--- config.mk ---
export PLATFORM = sky130hd
export DESIGN_NAME = seq_gen
export DESIGN_NICKNAME = d
export VERILOG_FILES = /design/src/rtl/seq_pkg.sv /design/src/rtl/seq_shift.sv /design/src/rtl/seq_gen.sv
export SDC_FILE = /design/constraint.sdc
export NUM_CORES = 1
export LEC_CHECK = 0
export ABC_AREA = 0
export BUFFER_PORTS_ARGS = -buffer_cell sky130_fd_sc_hd__buf_2
export CORE_ASPECT_RATIO = 2
export CORE_MARGIN = 3
export CORE_UTILIZATION = 50
export DETAILED_ROUTE_END_ITERATION = 12
export GPL_TIMING_DRIVEN = 1
export PLACE_DENSITY = 0.8
export SLEW_MARGIN = 20
export SYNTH_ARGS = -nofsm -noshare
export SYNTH_HDL_FRONTEND = slang
export SYNTH_HIERARCHICAL = 1
export SYNTH_SLANG_ARGS = --single-unit
--- constraint.sdc ---
create_clock -name clk -period 2 [get_ports clk]
set_input_delay 0.1 -clock clk [delete_from_list [all_inputs] [get_ports clk]]
set_output_delay 0.1 -clock clk [all_outputs]
set_load 0.01 [all_outputs]
--- src/rtl/seq_pkg.sv ---
`default_nettype none
// ============================================================================
// Module      : seq_pkg
// Description : Shared types and constants for the serial pattern generator
//               and its companion sequence detector.
// Revision    : 1.0
// ============================================================================
package seq_pkg;

    localparam int SEQ_WIDTH = 8;
    localparam int SEQ_CNT_W = $clog2(SEQ_WIDTH + 1);

    typedef enum logic [1:0] {
        ST_IDLE = 2'd0,
        ST_SEND = 2'd1,
        ST_PAR  = 2'd2,
        ST_GAP  = 2'd3
    } seq_state_e;

endpackage
`default_nettype wire

--- src/rtl/seq_shift.sv ---
`default_nettype none
// ============================================================================
// Module      : seq_shift
// Description : Loadable MSB-first shift register with bit counter. Keeps the
//               captured pattern for frame repeats. Parity output exists only
//               when SEQ_GEN_PARITY_EN is defined.
// Revision    : 1.0
// ============================================================================
module seq_shift
    import seq_pkg::*;
#(
    parameter int WIDTH = SEQ_WIDTH,
    parameter int CW    = $clog2(WIDTH + 1)
) (
    input  logic             clk,
    input  logic             clr,
    input  logic             load,
    input  logic             restart,
    input  logic             shift,
    input  logic             clear,
    input  logic [WIDTH-1:0] din,
    output logic             first_bit,
    output logic             next_bit,
    output logic             last,
`ifdef SEQ_GEN_PARITY_EN
    output logic             parity,
`endif
    output logic [CW-1:0]    cnt
);

    logic [WIDTH-1:0] pat_q, pat_d;
    // Holds only the bits still to come; the bit on the line lives in the top.
    logic [WIDTH-2:0] sh_q, sh_d;
    logic [CW-1:0]    cnt_q, cnt_d;

    always_comb begin
        pat_d = pat_q;
        sh_d  = sh_q;
        cnt_d = cnt_q;
        if (load) begin
            pat_d = din;
            sh_d  = din[WIDTH-2:0];
            cnt_d = '0;
        end else if (restart) begin
            sh_d  = pat_q[WIDTH-2:0];
            cnt_d = '0;
        end else if (shift) begin
            sh_d  = {sh_q[WIDTH-3:0], 1'b0};
            cnt_d = cnt_q + CW'(1);
        end else if (clear) begin
            cnt_d = '0;
        end
    end

    always_ff @(posedge clk or posedge clr) begin
        if (clr) begin
            pat_q <= '0;
            sh_q  <= '0;
            cnt_q <= '0;
        end else begin
            pat_q <= pat_d;
            sh_q  <= sh_d;
            cnt_q <= cnt_d;
        end
    end

    assign first_bit = pat_q[WIDTH-1];
    assign next_bit  = sh_q[WIDTH-2];
    assign last      = (cnt_q == CW'(WIDTH - 1));
    assign cnt       = cnt_q;
`ifdef SEQ_GEN_PARITY_EN
    assign parity    = ^pat_q;
`endif

endmodule
`default_nettype wire

--- src/rtl/seq_gen.sv ---
`default_nettype none
// ============================================================================
// Module      : seq_gen
// Description : Serial pattern generator. Shifts a captured pattern out MSB
//               first, rpt+1 frames with gap idle cycles between them.
//               Define SEQ_GEN_PARITY_EN to append an even-parity bit.
// Revision    : 1.0
// ============================================================================
module seq_gen
    import seq_pkg::*;
#(
    parameter int WIDTH = SEQ_WIDTH
) (
    input  logic                       clk,
    input  logic                       clr,
    input  logic                       start,
    input  logic [WIDTH-1:0]           setd,
    input  logic [3:0]                 rpt,
    input  logic [3:0]                 gap,
    output logic                       ds,
    output logic                       dv,
    output logic                       busy,
    output logic                       done,
    output logic [$clog2(WIDTH+1)-1:0] c
);

    seq_state_e state_q, state_d;
    logic [3:0] rpt_q, rpt_d;
    logic [3:0] gap_q, gap_d;
    logic [3:0] gcnt_q, gcnt_d;
    logic       ds_q, ds_d;
    logic       dv_q, dv_d;
    logic       busy_q, busy_d;
    logic       done_q, done_d;

    logic load, restart, shift, clear, frame_end;
    logic first_bit, next_bit, last;
`ifdef SEQ_GEN_PARITY_EN
    logic parity;
`endif

    seq_shift #(.WIDTH(WIDTH)) u_shift (
        .clk       (clk),
        .clr       (clr),
        .load      (load),
        .restart   (restart),
        .shift     (shift),
        .clear     (clear),
        .din       (setd),
        .first_bit (first_bit),
        .next_bit  (next_bit),
        .last      (last),
`ifdef SEQ_GEN_PARITY_EN
        .parity    (parity),
`endif
        .cnt       (c)
    );

    always_comb begin
        state_d   = state_q;
        rpt_d     = rpt_q;
        gap_d     = gap_q;
        gcnt_d    = gcnt_q;
        ds_d      = 1'b0;
        dv_d      = 1'b0;
        busy_d    = busy_q;
        done_d    = 1'b0;
        load      = 1'b0;
        restart   = 1'b0;
        shift     = 1'b0;
        clear     = 1'b0;
        frame_end = 1'b0;

        case (state_q)
            ST_IDLE: begin
                if (start) begin
                    load    = 1'b1;
                    rpt_d   = rpt;
                    gap_d   = gap;
                    ds_d    = setd[WIDTH-1];
                    dv_d    = 1'b1;
                    busy_d  = 1'b1;
                    state_d = ST_SEND;
                end
            end
            ST_SEND: begin
                if (!last) begin
                    shift = 1'b1;
                    ds_d  = next_bit;
                    dv_d  = 1'b1;
                end else begin
`ifdef SEQ_GEN_PARITY_EN
                    shift   = 1'b1;
                    ds_d    = parity;
                    dv_d    = 1'b1;
                    state_d = ST_PAR;
`else
                    frame_end = 1'b1;
`endif
                end
            end
`ifdef SEQ_GEN_PARITY_EN
            ST_PAR: begin
                frame_end = 1'b1;
            end
`endif
            ST_GAP: begin
                if (gcnt_q == 4'd1) begin
                    restart = 1'b1;
                    ds_d    = first_bit;
                    dv_d    = 1'b1;
                    state_d = ST_SEND;
                end else begin
                    gcnt_d = gcnt_q - 4'd1;
                end
            end
            default: state_d = ST_IDLE;
        endcase

        // Shared frame-end handling: repeat (with or without gap) or finish.
        if (frame_end) begin
            if (rpt_q != 4'd0) begin
                rpt_d = rpt_q - 4'd1;
                if (gap_q != 4'd0) begin
                    gcnt_d  = gap_q;
                    clear   = 1'b1;
                    state_d = ST_GAP;
                end else begin
                    restart = 1'b1;
                    ds_d    = first_bit;
                    dv_d    = 1'b1;
                    state_d = ST_SEND;
                end
            end else begin
                clear   = 1'b1;
                busy_d  = 1'b0;
                done_d  = 1'b1;
                state_d = ST_IDLE;
            end
        end
    end

    always_ff @(posedge clk or posedge clr) begin
        if (clr) begin
            state_q <= ST_IDLE;
            rpt_q   <= 4'd0;
            gap_q   <= 4'd0;
            gcnt_q  <= 4'd0;
            ds_q    <= 1'b0;
            dv_q    <= 1'b0;
            busy_q  <= 1'b0;
            done_q  <= 1'b0;
        end else begin
            state_q <= state_d;
            rpt_q   <= rpt_d;
            gap_q   <= gap_d;
            gcnt_q  <= gcnt_d;
            ds_q    <= ds_d;
            dv_q    <= dv_d;
            busy_q  <= busy_d;
            done_q  <= done_d;
        end
    end

    assign ds   = ds_q;
    assign dv   = dv_q;
    assign busy = busy_q;
    assign done = done_q;

endmodule
`default_nettype wire

==> results of run 1 <==
==> flip-flops by register name (all words and copies together), names as in the netlist <==
register / count
gap_q: 4
gcnt_q: 4
state_q: 2
u_shift/sh_q: 7
u_shift/cnt: 4
rpt_q: 4
u_shift/pat_q: 8
done: 1
dv: 1
ds: 1
busy: 1
==> repair_timing <==
action,CTS,global route
cloned,0,0
hold buffers,2,0
pin swaps,4,10
endpoints found under the hold margin,38,0
resized for setup,7,11
setup endpoints to repair,6,9
setup buffers,1,2
==> synth_stat cells (2+ instances only) <==
cell	count	area share
buf_6	4	0.023
nand3_1	3	0.0078
xnor2_1	2	0.0091
a211oi_1	2	0.0078
nand2_1	34	0.066
a21oi_1	13	0.034
buf_2	3	0.0078
dfrtp_1	37	0.48
ha_1	8	0.052
o21ai_0	16	0.042
or3_1	2	0.0065
a221o_1	4	0.021
nor3b_1	6	0.023
nor3_1	4	0.010
mux2_2	2	0.012
a22oi_1	2	0.0078
inv_1	18	0.035
mux2i_1	2	0.010
xor2_1	2	0.0091
clkbuf_1	2	0.0039
nor2_1	17	0.033
a211o_1	3	0.014
==> worst max-delay path by stage <==
stage,end,cells past startpoint
floorplan,u_shift/sh_q[1],12
global route,u_shift/sh_q[4],10
detailed placement,u_shift/sh_q[3],10
CTS,u_shift/sh_q[4],10
finish,u_shift/sh_q[3],9
global placement,u_shift/sh_q[4],10
==> power by group through the flow <==
stage	clock network, W	registers, W	logic (W)
2_1_floorplan	0	0.00127	0.000936
3_3_place_gp	0	0.00124	0.00144
3_5_place_dp	0	0.00125	0.00150
4_1_cts	0.000622	0.00124	0.00156
5_1_grt	0.000661	0.00129	0.00184
6_report	0.000615	0.00125	0.00164
==> per-stage QoR <==
step | hold slack [ps] | utilization
2_1_floorplan | 38.6 | -
6_report | 9.18 | 0.679
5_1_grt | 16.3 | 0.679
3_3_place_gp | 236 | 0.622
3_5_place_dp | 249 | 0.622
4_1_cts | 7.23 | 0.665
==> cells by family (layout without fill, tap and decap cells) <==
logic type,count (synthesis),count (layout),share of synthesized area
flip-flops,37,37,0.480
AND/OR/NAND/NOR,79,79,0.204
multiplexers,4,4,0.0220
adder cells (fa/ha/maj),8,8,0.0519
AO/OA/AOI/OAI,46,46,0.154
buffers and inverters,27,86,0.0700
XOR/XNOR,4,4,0.0182
==> layer usage <==
metal	global-route usage	vias to the layer above
li1	-	818
met1	0.219	780
met2	0.363	33
met3	0.0350	11
met4	0.129	0
met5	0	-
==> worst register-to-register path: stages (launching register included) <==
cell and delay [ps]:
dfrtp_1 390, inv_1 60, ha_2 180, or3b_4 380, nor2b_4 140, nand2_2 80
nand2_4 70, or3_4 400, nor2_1 150, a21oi_2 40
==> cell type report <==
cell class	count	area (um2)	area share
Multi-Input combinational cell	141	940	0.375
Sequential cell	37	926	0.370
Timing Repair Buffer	61	405	0.162
Clock buffer	5	68.8	0.0275
Inverter	18	67.6	0.0270
Tap cell	49	61.3	0.0245
Clock inverter	2	35.0	0.0140
==> run_results.csv, run 1 <==
group,metric,value,unit
outcome,status,"complete, but fails checks",
outcome,violations,"setup timing",
setup_path,r2r-start,"rpt_q[0]",
drt,vias_per_cell,5.25,
global_routing,grt_max_degree,21,
drt,first_pass_iters,4,
setup_path,slowest_delay,400,ps
placement,dp_cells,301,
layout,fillers,302,
yosys,ys.flop_type,"dfrtp_1",
placement,dpl_worst_slack,-154,ps
setup_path,cp-startpoint,"rpt_q[0]",
clock_network,cts_htree_levels,2,
power,peakVddDrop,1020,uV
sta,post-route-period-util,1.00,
setup_path,rrSetupSlack,-9,ps
drt,wl_met3,134,um
sta,rsz0062_at_grt,"true",
yosys,synth_cell_type_count,41,
global_routing,overflow,0,
power,powerDensity,1400,mW/mm2
global_routing,antenna_found_initial,0,
yosys,yosysSeqAreaShare,0.480,
run,max_cap_violations,0,
worst_hold_path,holdCritStartpoint,"gap[0]",
power,comb_power_share,0.468,
layout,design_area,0.00250,mm2
setup_path,required,2180,ps
clock_network,clockBufferDepth,2,
global_routing,grt_pass1_vias,1724,
placement,hpwl,3160,um
die,die_area,0.00469,mm2
layout,final_common_cell,"dfrtp_1",
sta,fin_ws,-8.86,ps
drt,wire_per_inst,13.6,um
sta,period_needed,2010,ps
clock_network,ctsRootBufferMaster,"clkbuf_8",
sta,maxSlewViolCount,0,
setup_path,crit_path_start_kind,"register",
layout,fin_nets,291,
yosys,syn_area,0.00193,mm2
clock_network,path_clk_slew,70,ps
setup_path,cp_top_family,"simple AND/OR/NAND/NOR gates",
placement,placedInstanceArea,0.00229,mm2
sta,fin_tns_setup,-13.7,ps
yosys,avgSynthCellArea,9.41,um2
layout,antennaDiodeCount,0,
power,clkPwrFrac,0.175,
die,die_w,49.9,um
setup_path,crit_arrival,2190,ps
layout,final_cell_mix,"dfrtp_1 (37), nand2_1 (32), buf_4 (31), buf_2 (26), inv_1 (18)",
power,intPower,0.00225,W
layout,area_growth,29.8,%
power,seqPwrFrac,0.357,
sta,hold_violations,0,
global_routing,grt_pass1_wl,7380,um
setup_path,path_cells,"inv_1 -> ha_2 -> or3b_4 -> nor2b_4 -> nand2_2 -> nand2_4 -> or3_4 -> nor2_1 -> a21oi_2",
worst_hold_path,min_path_cells,3,
die,core_area,0.00368,mm2
drt,wl_met1,1590,um
yosys,synthArstFlopShare,1.00,
die,io-pin-count,27,
power,p_switching,0.00126,W
drt,routed.top_layer,"met4",
die,rows,31,
setup_path,end_kind,"register",
drt,wl_met2,2410,um
setup_path,timing.rr.end,"u_shift/sh_q[3]",
setup_path,path_max_fanout,7,
setup_path,slowest_stage,"or3_4",
placement,gp_congestion,0.915,
die,die_h,93.9,um
sta,tightest_slew,700,ps
worst_hold_path,hold_class,"input port to register",
drt,ant_nets,0,
power,p_sw_frac,0.358,
worst_hold_path,min_to,"gap_q[0]",
drt,drc,0,
drt,drt_wl_total,4260,um
power,p_leak,1.23,nW
sta,fmax,498,MHz
setup_path,path_class,"register to register",
yosys,ys_seq_elements,37,
yosys,syn-num-nets,232,
sta,slew_headroom,0.533,
yosys,synth_edf_count,0,
setup_path,path_buf_inv,1,
power,power,0.00351,W
yosys,yosys_warnings,6,
clock_network,tritoncts,"done",
sta,skew,6.89,ps
yosys,synthCells,205,
die,initial_core_util,0.524,
drt,drt_iter0_drc,36,
layout,finalNonFillerCells,313,
sta,setup_violations,2,
clock_network,cts_made_buffers,5,
clock_network,cts.sinks,37,
global_routing,grt_usage,0.205,
clock_network,insertion_delay,290,ps
drt,routed-via-count,1642,
setup_path,ff2ff_path_depth,9,
placement,numPortBuffers,26,
layout,drive_gt1_frac,0.348,
No activity file was read; power rests on OpenSTA's default activity.
==> run 2: changes to the inputs <==
--- a/config.mk
+++ b/config.mk
@@ -13,6 +13,7 @@
 export DETAILED_ROUTE_END_ITERATION = 12
 export GPL_TIMING_DRIVEN = 1
 export PLACE_DENSITY = 0.8
+export SETUP_SLACK_MARGIN = 0.3
 export SLEW_MARGIN = 20
 export SYNTH_ARGS = -nofsm -noshare
 export SYNTH_HDL_FRONTEND = slang
==> run 2 against run 1 <==
- the run now ends clean
- first-iteration DRC count did not move
- final area is 8.9% higher
- via count grew 5.9%
- utilization rose by 6.0 points
- largest power group unchanged
==> run_results.csv, run 2 (synthesis results as in run 1) <==
group,metric,value,unit
setup_path,crit_arrival,2220,ps
sta,fmax,500,MHz
power,intPower,0.00230,W
global_routing,grt_pass1_vias,1752,
sta,setup_violations,0,
layout,final_common_cell,"dfrtp_1",
worst_hold_path,hold_class,"input port to register",
drt,wire_per_inst,13.9,um
clock_network,tritoncts,"done",
die,core_area,0.00368,mm2
drt,drc,0,
global_routing,overflow,0,
setup_path,required,2230,ps
drt,first_pass_iters,4,
layout,reg_top3,"u_shift/pat_q (8), u_shift/sh_q (7)",
clock_network,cts.sinks,37,
die,die_h,93.9,um
layout,final_cell_mix,"dfrtp_1 (37), buf_4 (33), nand2_1 (31), buf_2 (26), inv_1 (16)",
drt,drt_wl_total,4530,um
sta,hold_violations,0,
sta,slew_headroom,0.509,
power,peakVddDrop,1020,uV
setup_path,crit_path_start_kind,"register",
power,comb_power_share,0.513,
power,powerDensity,1350,mW/mm2
setup_path,slowest_stage,"dfrtp_1",
setup_path,path_class,"register to register",
layout,seq_area,926,um2
power,p_switching,0.00137,W
sta,period_needed,2000,ps
power,p_leak,1.31,nW
drt,ant_nets,0,
clock_network,cts_made_buffers,5,
clock_network,path_clk_slew,70,ps
outcome,status,"finished clean",
layout,finalNonFillerCells,326,
layout,drive_gt1_frac,0.426,
power,power,0.00367,W
power,p_sw_frac,0.374,
setup_path,end_kind,"register",
die,initial_core_util,0.524,
clock_network,ctsRootBufferMaster,"clkbuf_8",
drt,vias_per_cell,5.33,
setup_path,crit_path_frequent_cell,"buf_6",
sta,tightest_slew,736,ps
layout,largest_reg_flops,8,
power,seqPwrFrac,0.346,
setup_path,path_max_fanout,6,
sta,post-route-period-util,1.00,
die,rows,31,
placement,dp_cells,296,
sta,rsz0062_at_grt,"true",
run,max_cap_violations,0,
clock_network,clockBufferDepth,2,
global_routing,grt_pass1_wl,7570,um
global_routing,antenna_found_initial,0,
sta,maxSlewViolCount,0,
layout,area_growth,41.3,%
drt,routed-via-count,1739,
layout,multiInputGateArea,0.00104,mm2
power,clkPwrFrac,0.141,
setup_path,path_cells,"inv_1 -> ha_2 -> or3b_4 -> nor2b_4 -> nand2_2 -> nand2_4 -> buf_6 -> buf_6 -> a211o_1 -> a21oi_2",
layout,fin_nets,303,
global_routing,grt_usage,0.210,
sta,skew,8.21,ps
sta,holdWs,28.2,ps
setup_path,slowest_delay,390,ps
die,die_area,0.00469,mm2
layout,antennaDiodeCount,0,
global_routing,grt_max_degree,27,
placement,hpwl,3010,um
drt,drt_iter0_drc,36,
layout,regMostFlops,"u_shift/pat_q",
die,io-pin-count,27,
clock_network,insertion_delay,300,ps
placement,gp_congestion,0.882,
layout,fillers,252,
clock_network,cts_htree_levels,2,
placement,numPortBuffers,26,
die,die_w,49.9,um
==> run 2: cell types whose count changed in the layout (fill, tap and decap cells not counted), sizes merged <==
cell / previous run / this run
buf: 59 / 68
bufinv: 1 / 0
clkinv: 1 / 2
clkinvlp: 0 / 1
dlygate4sd3: 2 / 5
==> run 2: what timing repair did <==
action,4_1_cts,5_1_grt
gates cloned,0,0
setup endpoints to repair,13,29
resized for setup,22,24
pin swaps,17,10
hold endpoints to repair,41,0
hold buffers,5,0
setup buffers,10,7
==> run 2: area by class of cell <==
type | count | area share
Timing Repair Buffer | 73 | 0.200
Sequential cell | 37 | 0.340
Multi-Input combinational cell | 141 | 0.381
Tap cell | 49 | 0.0225
Clock inverter | 3 | 0.00642
Inverter | 18 | 0.0248
Clock buffer | 5 | 0.0252
==> run 2: power by group through the flow <==
stage	registers, W	logic [W]	clock network [W]
floorplan	0.00127	0.000989	0
global placement	0.00125	0.00143	0
detailed placement	0.00127	0.00146	0
CTS	0.00126	0.00167	0.000528
global route	0.00130	0.00207	0.000565
finish	0.00127	0.00188	0.000519
==> run 2: stage by stage <==
stage | TNS (ps) | util | setup WS (ps) | area (um2)
after global routing | -514 | 0.740 | -114 | 2730
final | 0 | 0.740 | 0.771 | 2730
after floorplan | -1320 | - | -221 | 1990
after global placement | -330 | 0.622 | -63.6 | 2290
after detailed placement | -578 | 0.622 | -107 | 2290
after CTS | 0 | 0.704 | 54.4 | 2590
==> run 2: per-layer routing <==
metal  vias up  routed length [um]  global-route usage
met4         0                 142              0.0970
met5         -                   0                   0
li1        836                   -                   -
met3        16                 131              0.0382
met1       854                1690               0.227
met2        33                2570               0.385
==> run 2: path summary, 6_finish.rpt <==
path	start	endpoint	depth (start not counted)	slack (ps)
setup / recovery	rpt_q[0]	u_shift/sh_q[4]	10	0.8
hold / removal	setd[0]	u_shift/sh_q[0]	3	30
setup reg to reg	rpt_q[0]	u_shift/sh_q[4]	10	0.8
hold reg to reg	busy	busy	2	510
max in group asynchronous	clr	u_shift/sh_q[5]	3	1050
min in group asynchronous	clr	state_q[0]	3	470
==> run 2: worst max-delay path: cells and delay by family (launching register included) <==
kind                     cells  cell delay, ps
AND/OR/NAND/NOR              4             680
flip-flops                   1             390
AO/OA/AOI/OAI                2             360
buffers and inverters        3             330
adder cells (fa/ha/maj)      1             180
